## config.mk

```make
export PLATFORM = sky130hd
export DESIGN_NAME = uart_rx_ctrl_flat
export DESIGN_NICKNAME = d
export VERILOG_FILES = /design/src/rtl/uart_pkg.sv /design/src/rtl/uart_rx_ctrl_if.sv /design/src/rtl/uart_baud_tick.sv /design/src/rtl/uart_rx_ctrl.sv /design/src/flat_wrapper.sv
export SDC_FILE = /design/constraint.sdc
export NUM_CORES = 1
export LEC_CHECK = 0
export CORE_MARGIN = 4
export CORE_UTILIZATION = 40
export DETAILED_ROUTE_END_ITERATION = 7
export GPL_ROUTABILITY_DRIVEN = 0
export PLACE_DENSITY = 0.7
export SLEW_MARGIN = 20
export SYNTH_ARGS = -nofsm -noshare
export SYNTH_HDL_FRONTEND = slang
export SYNTH_SLANG_ARGS = --single-unit
```

## constraint.sdc

```tcl
create_clock -name clk -period 3.3 [get_ports clk]
set_input_delay 0.33 -clock clk [delete_from_list [all_inputs] [get_ports clk]]
set_output_delay 0.33 -clock clk [all_outputs]
set_load 0.005 [all_outputs]
```

## src/rtl/uart_pkg.sv

```systemverilog
// Shared UART types: FSM state encoding and baud arithmetic helpers.
// UART_RX_PARITY_EN widens the state to 3 bits and adds PARITY.
package uart_pkg;

`ifdef UART_RX_PARITY_EN
  typedef enum logic [2:0] {
    IDLE   = 3'd0,
    START  = 3'd1,
    DATA   = 3'd2,
    STOP   = 3'd3,
    PARITY = 3'd4
  } state_e;
`else
  typedef enum logic [1:0] {
    IDLE  = 2'd0,
    START = 2'd1,
    DATA  = 2'd2,
    STOP  = 2'd3
  } state_e;
`endif

  function automatic int bit_cyc_f(
    input int clk_freq,
    input int baud
  );
    return clk_freq / baud;
  endfunction

  function automatic int cnt_w_f(input int bit_cyc);
    return (bit_cyc < 2) ? 1 : $clog2(bit_cyc);
  endfunction

endpackage

```

## src/rtl/uart_rx_ctrl_if.sv

```systemverilog
// Received-byte valid/ready bundle.
// master: o_data/o_valid out, i_ready in. slave: the consumer side.
interface uart_rx_ctrl_if #(
  parameter int DATA_BITS = 8
);

  logic [DATA_BITS-1:0] o_data;
  logic                 o_valid;
  logic                 i_ready;

  modport master (
    output o_data,
    output o_valid,
    input  i_ready
  );

  modport slave (
    input  o_data,
    input  o_valid,
    output i_ready
  );

endinterface

```

## src/rtl/uart_baud_tick.sv

```systemverilog
// Bit-period tick counter. load: first tick BIT_CYC/2 cycles later,
// then every BIT_CYC. clr (lower priority than load) holds it idle.
module uart_baud_tick
  import uart_pkg::*;
#(
  parameter int BIT_CYC = 16
) (
  input  logic clk,
  input  logic rst,
  input  logic load,
  input  logic clr,
  output logic tick
);

  localparam int CW = cnt_w_f(BIT_CYC);

  logic [CW-1:0] cnt;
  logic          run;

  assign tick = run && (cnt == '0);

  always_ff @(posedge clk) begin
    if (rst || (clr && !load)) begin
      cnt <= '0;
      run <= 1'b0;
    end else if (load) begin
      cnt <= CW'(BIT_CYC / 2 - 1);
      run <= 1'b1;
    end else if (tick) begin
      cnt <= CW'(BIT_CYC - 1);
    end else if (run) begin
      cnt <= cnt - 1'b1;
    end
  end

endmodule

```

## src/rtl/uart_rx_ctrl.sv

```systemverilog
// UART receiver: 2-flop sync, mid-bit sampling, LSB-first shift, stop check.
// Ports: clk, rst, i_rx, rx_if (master: o_data/o_valid/i_ready),
// o_busy, o_frame_err, o_overrun, o_parity_err. Option: UART_RX_PARITY_EN.
module uart_rx_ctrl
  import uart_pkg::*;
#(
  parameter int CLK_FREQ  = 50_000_000,
  parameter int BAUD_RATE = 115200,
  parameter int DATA_BITS = 8
) (
  input  logic            clk,
  input  logic            rst,
  input  logic            i_rx,
  uart_rx_ctrl_if.master  rx_if,
  output logic            o_busy,
  output logic            o_frame_err,
  output logic            o_overrun,
  output logic            o_parity_err
);

  localparam int BIT_CYC = bit_cyc_f(CLK_FREQ, BAUD_RATE);
  localparam int IW      = $clog2(DATA_BITS + 1);

`ifdef UART_RX_PARITY_EN
  localparam state_e AFTER_DATA = PARITY;
`else
  localparam state_e AFTER_DATA = STOP;
`endif

  if (BIT_CYC < 4) begin : g_bad_baud
    $error("uart_rx_ctrl: BIT_CYC must be at least 4");
  end
  if (DATA_BITS < 5 || DATA_BITS > 8) begin : g_bad_width
    $error("uart_rx_ctrl: DATA_BITS must be 5..8");
  end

  logic                 rx_q1;
  logic                 rx_s;
  logic                 rx_p;
  state_e               state;
  logic [DATA_BITS-1:0] sh;
  logic [IW-1:0]        idx;
  logic                 tick;
  logic                 load;
  logic                 clr;
  logic                 par_bad;

  assign load = (state == IDLE) && rx_p && !rx_s;
  assign clr  = (state == IDLE);

  uart_baud_tick #(
    .BIT_CYC (BIT_CYC)
  ) u_tick (
    .clk  (clk),
    .rst  (rst),
    .load (load),
    .clr  (clr),
    .tick (tick)
  );

`ifdef UART_RX_PARITY_EN
  logic par_bit;
  assign par_bad = par_bit ^ (^sh);
`else
  assign par_bad      = 1'b0;
  assign o_parity_err = 1'b0;
`endif

  always_ff @(posedge clk) begin
    if (rst) begin
      rx_q1         <= 1'b1;
      rx_s          <= 1'b1;
      rx_p          <= 1'b1;
      state         <= IDLE;
      sh            <= '0;
      idx           <= '0;
      rx_if.o_data  <= '0;
      rx_if.o_valid <= 1'b0;
      o_busy        <= 1'b0;
      o_frame_err   <= 1'b0;
      o_overrun     <= 1'b0;
`ifdef UART_RX_PARITY_EN
      par_bit       <= 1'b0;
      o_parity_err  <= 1'b0;
`endif
    end else begin
      rx_q1       <= i_rx;
      rx_s        <= rx_q1;
      rx_p        <= rx_s;
      o_frame_err <= 1'b0;
      o_overrun   <= 1'b0;
`ifdef UART_RX_PARITY_EN
      o_parity_err <= 1'b0;
`endif
      if (rx_if.o_valid && rx_if.i_ready)
        rx_if.o_valid <= 1'b0;
      case (state)
        IDLE: if (load) begin
          state  <= START;
          o_busy <= 1'b1;
        end
        START: if (tick) begin
          if (rx_s) begin
            state  <= IDLE;
            o_busy <= 1'b0;
          end else begin
            state <= DATA;
            idx   <= '0;
          end
        end
        DATA: if (tick) begin
          sh  <= {rx_s, sh[DATA_BITS-1:1]};
          idx <= idx + 1'b1;
          if (idx == IW'(DATA_BITS - 1))
            state <= AFTER_DATA;
        end
`ifdef UART_RX_PARITY_EN
        PARITY: if (tick) begin
          par_bit <= rx_s;
          state   <= STOP;
        end
`endif
        STOP: if (tick) begin
          state       <= IDLE;
          o_busy      <= 1'b0;
          o_frame_err <= !rx_s;
`ifdef UART_RX_PARITY_EN
          o_parity_err <= par_bad;
`endif
          if (rx_s && !par_bad) begin
            // Unaccepted byte wins; a same-cycle handshake frees the slot.
            if (rx_if.o_valid && !rx_if.i_ready) begin
              o_overrun <= 1'b1;
            end else begin
              rx_if.o_data  <= sh;
              rx_if.o_valid <= 1'b1;
            end
          end
        end
        default: state <= IDLE;
      endcase
    end
  end

endmodule

```

## src/flat_wrapper.sv

```systemverilog
// flat-port wrapper written by rule: the top's interface ports become plain ports
module uart_rx_ctrl_flat import uart_pkg::*;
#(
  parameter int CLK_FREQ  = 50_000_000,
  parameter int BAUD_RATE = 115200,
  parameter int DATA_BITS = 8
)
  (clk, rst, i_rx, o_busy, o_frame_err, o_overrun, o_parity_err, rx_if_o_data, rx_if_o_valid, rx_if_i_ready);
  uart_rx_ctrl_if #(.DATA_BITS(DATA_BITS)) rx_if_i ();
  input  logic clk;
  input  logic rst;
  input  logic i_rx;
  output logic o_busy;
  output logic o_frame_err;
  output logic o_overrun;
  output logic o_parity_err;
  output wire logic [$bits(rx_if_i.o_data)-1:0] rx_if_o_data;
  output wire logic [$bits(rx_if_i.o_valid)-1:0] rx_if_o_valid;
  input wire logic [$bits(rx_if_i.i_ready)-1:0] rx_if_i_ready;
  assign rx_if_o_data = rx_if_i.o_data;
  assign rx_if_o_valid = rx_if_i.o_valid;
  assign rx_if_i.i_ready = rx_if_i_ready;
  uart_rx_ctrl #(.CLK_FREQ(CLK_FREQ), .BAUD_RATE(BAUD_RATE), .DATA_BITS(DATA_BITS)) u_core (.clk(clk), .rst(rst), .i_rx(i_rx), .rx_if(rx_if_i), .o_busy(o_busy), .o_frame_err(o_frame_err), .o_overrun(o_overrun), .o_parity_err(o_parity_err));
endmodule
```

; Word-level counts from Yosys, hierarchy flattened
; Cells that the tools add are included.
; W data, S select, Z words.
[totals]
ff_bits = 39
input_bits = 4
[classes]
n_addsub = 2
n_eq_ne = 11
n_mux = 25
n_bitwise = 4
reduce_logical = 25
[ops]
columns = operator, count
row1 = $mux W9, 2
row2 = $mux W2, 6
row3 = $mux W4, 3
row4 = $mux W1, 10
row5 = $ne A2 B1 Y1 const B, 5
row6 = $reduce_and A5 Y1, 2
row7 = $logic_not A9 Y1, 1
row8 = $sub A9 B1 Y9 const B, 1
row9 = $mux W8, 1
row10 = $pmux W2 S4, 1
row11 = $pmux W4 S2, 1
row12 = $reduce_and A4 Y1, 2
row13 = $logic_and A1 B1 Y1, 6
row14 = $reduce_bool A3 Y1, 2
row15 = $reduce_or A3 Y1, 2
row16 = $add A4 B1 Y4 const B, 1
row17 = $eq A2 B2 Y1 const B, 2
row18 = $eq A4 B3 Y1 const B, 1
row19 = $ne A2 B2 Y1 const B, 2
row20 = $not A1 Y1, 4
row21 = $reduce_bool A2 Y1, 2
row22 = $reduce_or A4 Y1, 1
row23 = $logic_not A1 Y1, 3
row24 = $pmux W1 S3, 1
row25 = 5 further kinds, 5

; Depth between registers and ports, before layout
[logic_depth]
ltp_word = 7
depth_mapped = 9
mapped_depth_nobuf = 6

; Modules after synthesis
; From an unflattened synthesis, not the netlist that was laid out.
[hier_totals]
cells_unflattened = 189
area_unflattened_um2 = 1781.7
[modules_own_cells]
columns = mod, instances, cells_each, area_per_inst_um2, seq_area_each_um2
row1 = uart_rx_ctrl, 1, 127, 1229.9, 580.6
row2 = uart_baud_tick, 1, 62, 551.8, 200.2

; Worst setup path after synthesis
; Ideal clock, no wire load.
[synth_timing]
kind = register to register
from = reg u_core.u_tick.cnt[0]
to = reg u_core.rx_if.o_data[0]
setup_ns = 0.128
t_arrival_ns = 1.679
t_required_ns = 3.172
path_slack_ns = 1.494
path_stages_with_launch = 8
path_buffers = 1
path_cell_list = dfxtp_1 > inv_1 > ha_1 > or4b_4 > nor4b_4 > buf_6 > mux2i_1 > nor2_1
[synth_between]
elab_chain_cells = 3
[synth_lines]
columns = item, line
row1 = from (decl), uart_baud_tick.sv:17  ; logic [CW-1:0] cnt;
row2 = from (signal assigned), uart_baud_tick.sv:27  ; cnt <= CW'(BIT_CYC / 2 - 1);
row3 = from (signal assigned), uart_baud_tick.sv:30  ; cnt <= CW'(BIT_CYC - 1);
row4 = from (signal assigned), uart_baud_tick.sv:32  ; cnt <= cnt - 1'b1;
row5 = $logic_not A9 Y1, uart_baud_tick.sv:20  ; assign tick = run && (cnt == '0);
row6 = $logic_and A1 B1 Y1, uart_baud_tick.sv:20
row7 = $reduce_and A4 Y1 (no line), --
row8 = to (signal assigned), uart_rx_ctrl.sv:135  ; rx_if.o_data <= sh;
row9 = to (decl), uart_rx_ctrl_if.sv:12  ; output o_data,
; Every way passes these cells.
; A chain may end at the register's enable or synchronous reset.

; Final worst setup path
; Ends and elaborated chain as after synthesis.

==> metrics.txt <==
Mapped Cells 185; HP Class reg -> reg; initial antenna violation count 0; synth-to-layout area growth 17.0%; Primary FF master, synth dfxtp_1; number of global-route vias before repair 1,165; Root Driver clkbuf_8; Routed Antenna Nets 0; Total GRT Usage 13.2%; ant diodes 0; CTS buffer count 5; Setup Skew 0.00689 ns; share of post-route cells with drive strength above 1 10.1%; RSZ-0062 raised after global routing false; Synth area leaders dfxtp_1, a21oi_1, mux2i_1; post-route minimum period 2.21 ns; DRC Markers 0; post-synthesis sequential element count 39; synthesized net count 191; Setup Fix Bufs, Post-CTS 0; crit end category flip-flop; die area 0.00525 mm²; Placed Cells 241; number of synthesized flops with an enable pin 0; routed vias 1,294; # rows 23; H-tree Lvls 2; final hold violation count 0; router iterations before antenna repair 4; Die Ht 72.4 µm; Synthesis Warnings 0; gr ovfl total 0; mean post-synth cell area 8.97 µm²; DRT Wirelength 3.23 mm; Pins Over Slew Limit 0; CORE AREA 0.00400 mm²; outcome finished clean; synthesized cell area 0.00166 mm²; max_slew headroom 53.9%; CTS-repair resized insts 0; CP startpoint kind flip-flop; WP data required 3.47 ns; Yosys cell types 41; CTS tree built; post-synth top area share 47.0%; Clock Sink Count 39; post-layout util 48.6%; Synth async-reset ratio 0%; IO Count 17; DR vias/cell 5.20; port bufs 15; Power Dens Cells 471 mW/mm²; Worst-path clk slew 0.07 ns; leading area contributor after synthesis dfxtp_1; first-pass GRT wire length 5.42 mm; clock latency on the worst-skew pair 0.29 ns; critical path fanouts, max 8; Non-Filler Instances 249; Setup TNS Final 0 ns; LEAKAGE 0.657 nW; DR iter-0 viols 95; WL per Instance 13.0 µm; Slew @ Worst Pin 0.689 ns; Max clock buf depth 2; Critical Path AT 2.38 ns; Setup CP Type reg -> reg; Final Cycle Share 66.9%; post-synthesis sequential area ratio 47.0%; Post-CTS Hold Buffers 0; Final setup violation count 0; VDD IR max 0.252 mV; NumNets Final 204; Die W 72.4 µm; DP HPWL 2.17 mm; Fmax 453 MHz; Initial Utilization 41.5%; largest net degree at the start of global routing 31; max_cap viols 0
through the flow:
step | cell area, µm² | hold WS (ns) | setup WS [ns] | power, mW
2_1_floorplan | 1660 | 0.389 | 1.49 | 0.508
3_3_place_gp | 1830 | 0.398 | 1.15 | 0.517
3_5_place_dp | 1830 | 0.397 | 1.11 | 0.517
4_1_cts | 1940 | 0.414 | 1.09 | 0.923
5_1_grt | 1940 | 0.426 | 0.896 | 0.946
6_report | 1940 | 0.414 | 1.09 | 0.916
synth_stat cells (all sizes together) (4+ instances only):
| cell type | instances |
|---|---|
| or2 | 4 |
| nor2 | 21 |
| nand3 | 13 |
| nand2 | 13 |
| buf | 9 |
| inv | 5 |
| nand4 | 6 |
| dfxtp | 39 |
| nor3 | 6 |
| a21oi | 20 |
| mux2i | 9 |
| xor2 | 4 |
| o21ai | 4 |
report_power, final:
part	switching, mW	internal (mW)
clock network	0.165	0.245
logic	0.0153	0.0122
registers	0.00451	0.474
total	0.185	0.731
flip-flops by register name, indices dropped and copies added (netlist names), named ones only:
signal                cells
u_core.u_tick.run         1
u_core.rx_if.o_valid      1
u_core.o_busy             1
u_core.sh                 8
u_core.rx_if.o_data       8
u_core.o_overrun          1
u_core.u_tick.cnt         9
u_core.rx_s               1
u_core.rx_p               1
u_core.state              1
u_core.rx_q1              1
u_core.idx                4
u_core.o_frame_err        1
final timing paths:
check / start / end / slack, ns / cells past startpoint
setup / recovery: u_core.u_tick.cnt[0]$_SDFFE_PP0P_ / u_core.rx_if.o_data[0]$_SDFFE_PP0P_ / 1.09 / 6
hold / removal: u_core.rx_q1$_SDFF_PP1_ / u_core.rx_s$_SDFF_PP1_ / 0.41 / 1
setup reg to reg: u_core.u_tick.cnt[0]$_SDFFE_PP0P_ / u_core.rx_if.o_data[0]$_SDFFE_PP0P_ / 1.09 / 6
hold reg to reg: u_core.rx_q1$_SDFF_PP1_ / u_core.rx_s$_SDFF_PP1_ / 0.41 / 1
final cells by class:
type                    instances  area (µm²)
fillers                       401        2060
multi-input cells             129         791
flip-flops and latches         39         781
repair buffers                 18         173
clock buffers                   6        82.6
well taps                      50        62.6
clock inverters                 2        35.0
inverters                       5        18.8
worst max-delay path: stages (launching register included):
cell	delay (ns)
dfxtp_1	0.34
inv_1	0.08
ha_1	0.18
or4b_4	0.51
nor4b_4	0.66
mux2i_1	0.25
nor2_1	0.05
cell families after synthesis:
group / after synthesis / synth area share [%]
flops: 39 / 47.0
buf+inv: 17 / 5.35
xor+xnor: 5 / 2.64
fa+ha+maj: 2 / 1.51
compound gates: 33 / 11.6
simple gates: 79 / 26.2
mux: 9 / 5.43
other cells: 1 / 0.226
routing by layer:
metal | routed length [µm] | track usage, % | share of wire [%] | up-vias
li1 | - | - | - | 671
met4 | 74 | 6.15 | 2.3 | 0
met3 | 109 | 3.32 | 3.4 | 6
met5 | 0 | 0 | 0 | -
met2 | 1490 | 20.3 | 46 | 23
met1 | 1550 | 17.2 | 48 | 594
placed cells by master, fill, tap and decap left out, drive strengths merged, types with 3 or more instances in the layout:
master          n
a21oi          20
dfxtp          39
nand4           6
or2             4
buf             3
inv             5
o21ai           4
clkbuf          6
xor2            4
nor3            6
clkdlybuf4s50  15
nand3          13
nand2          13
nand2b          3
nor2           21
mux2i           9
Power figures use the tool's default switching activity.
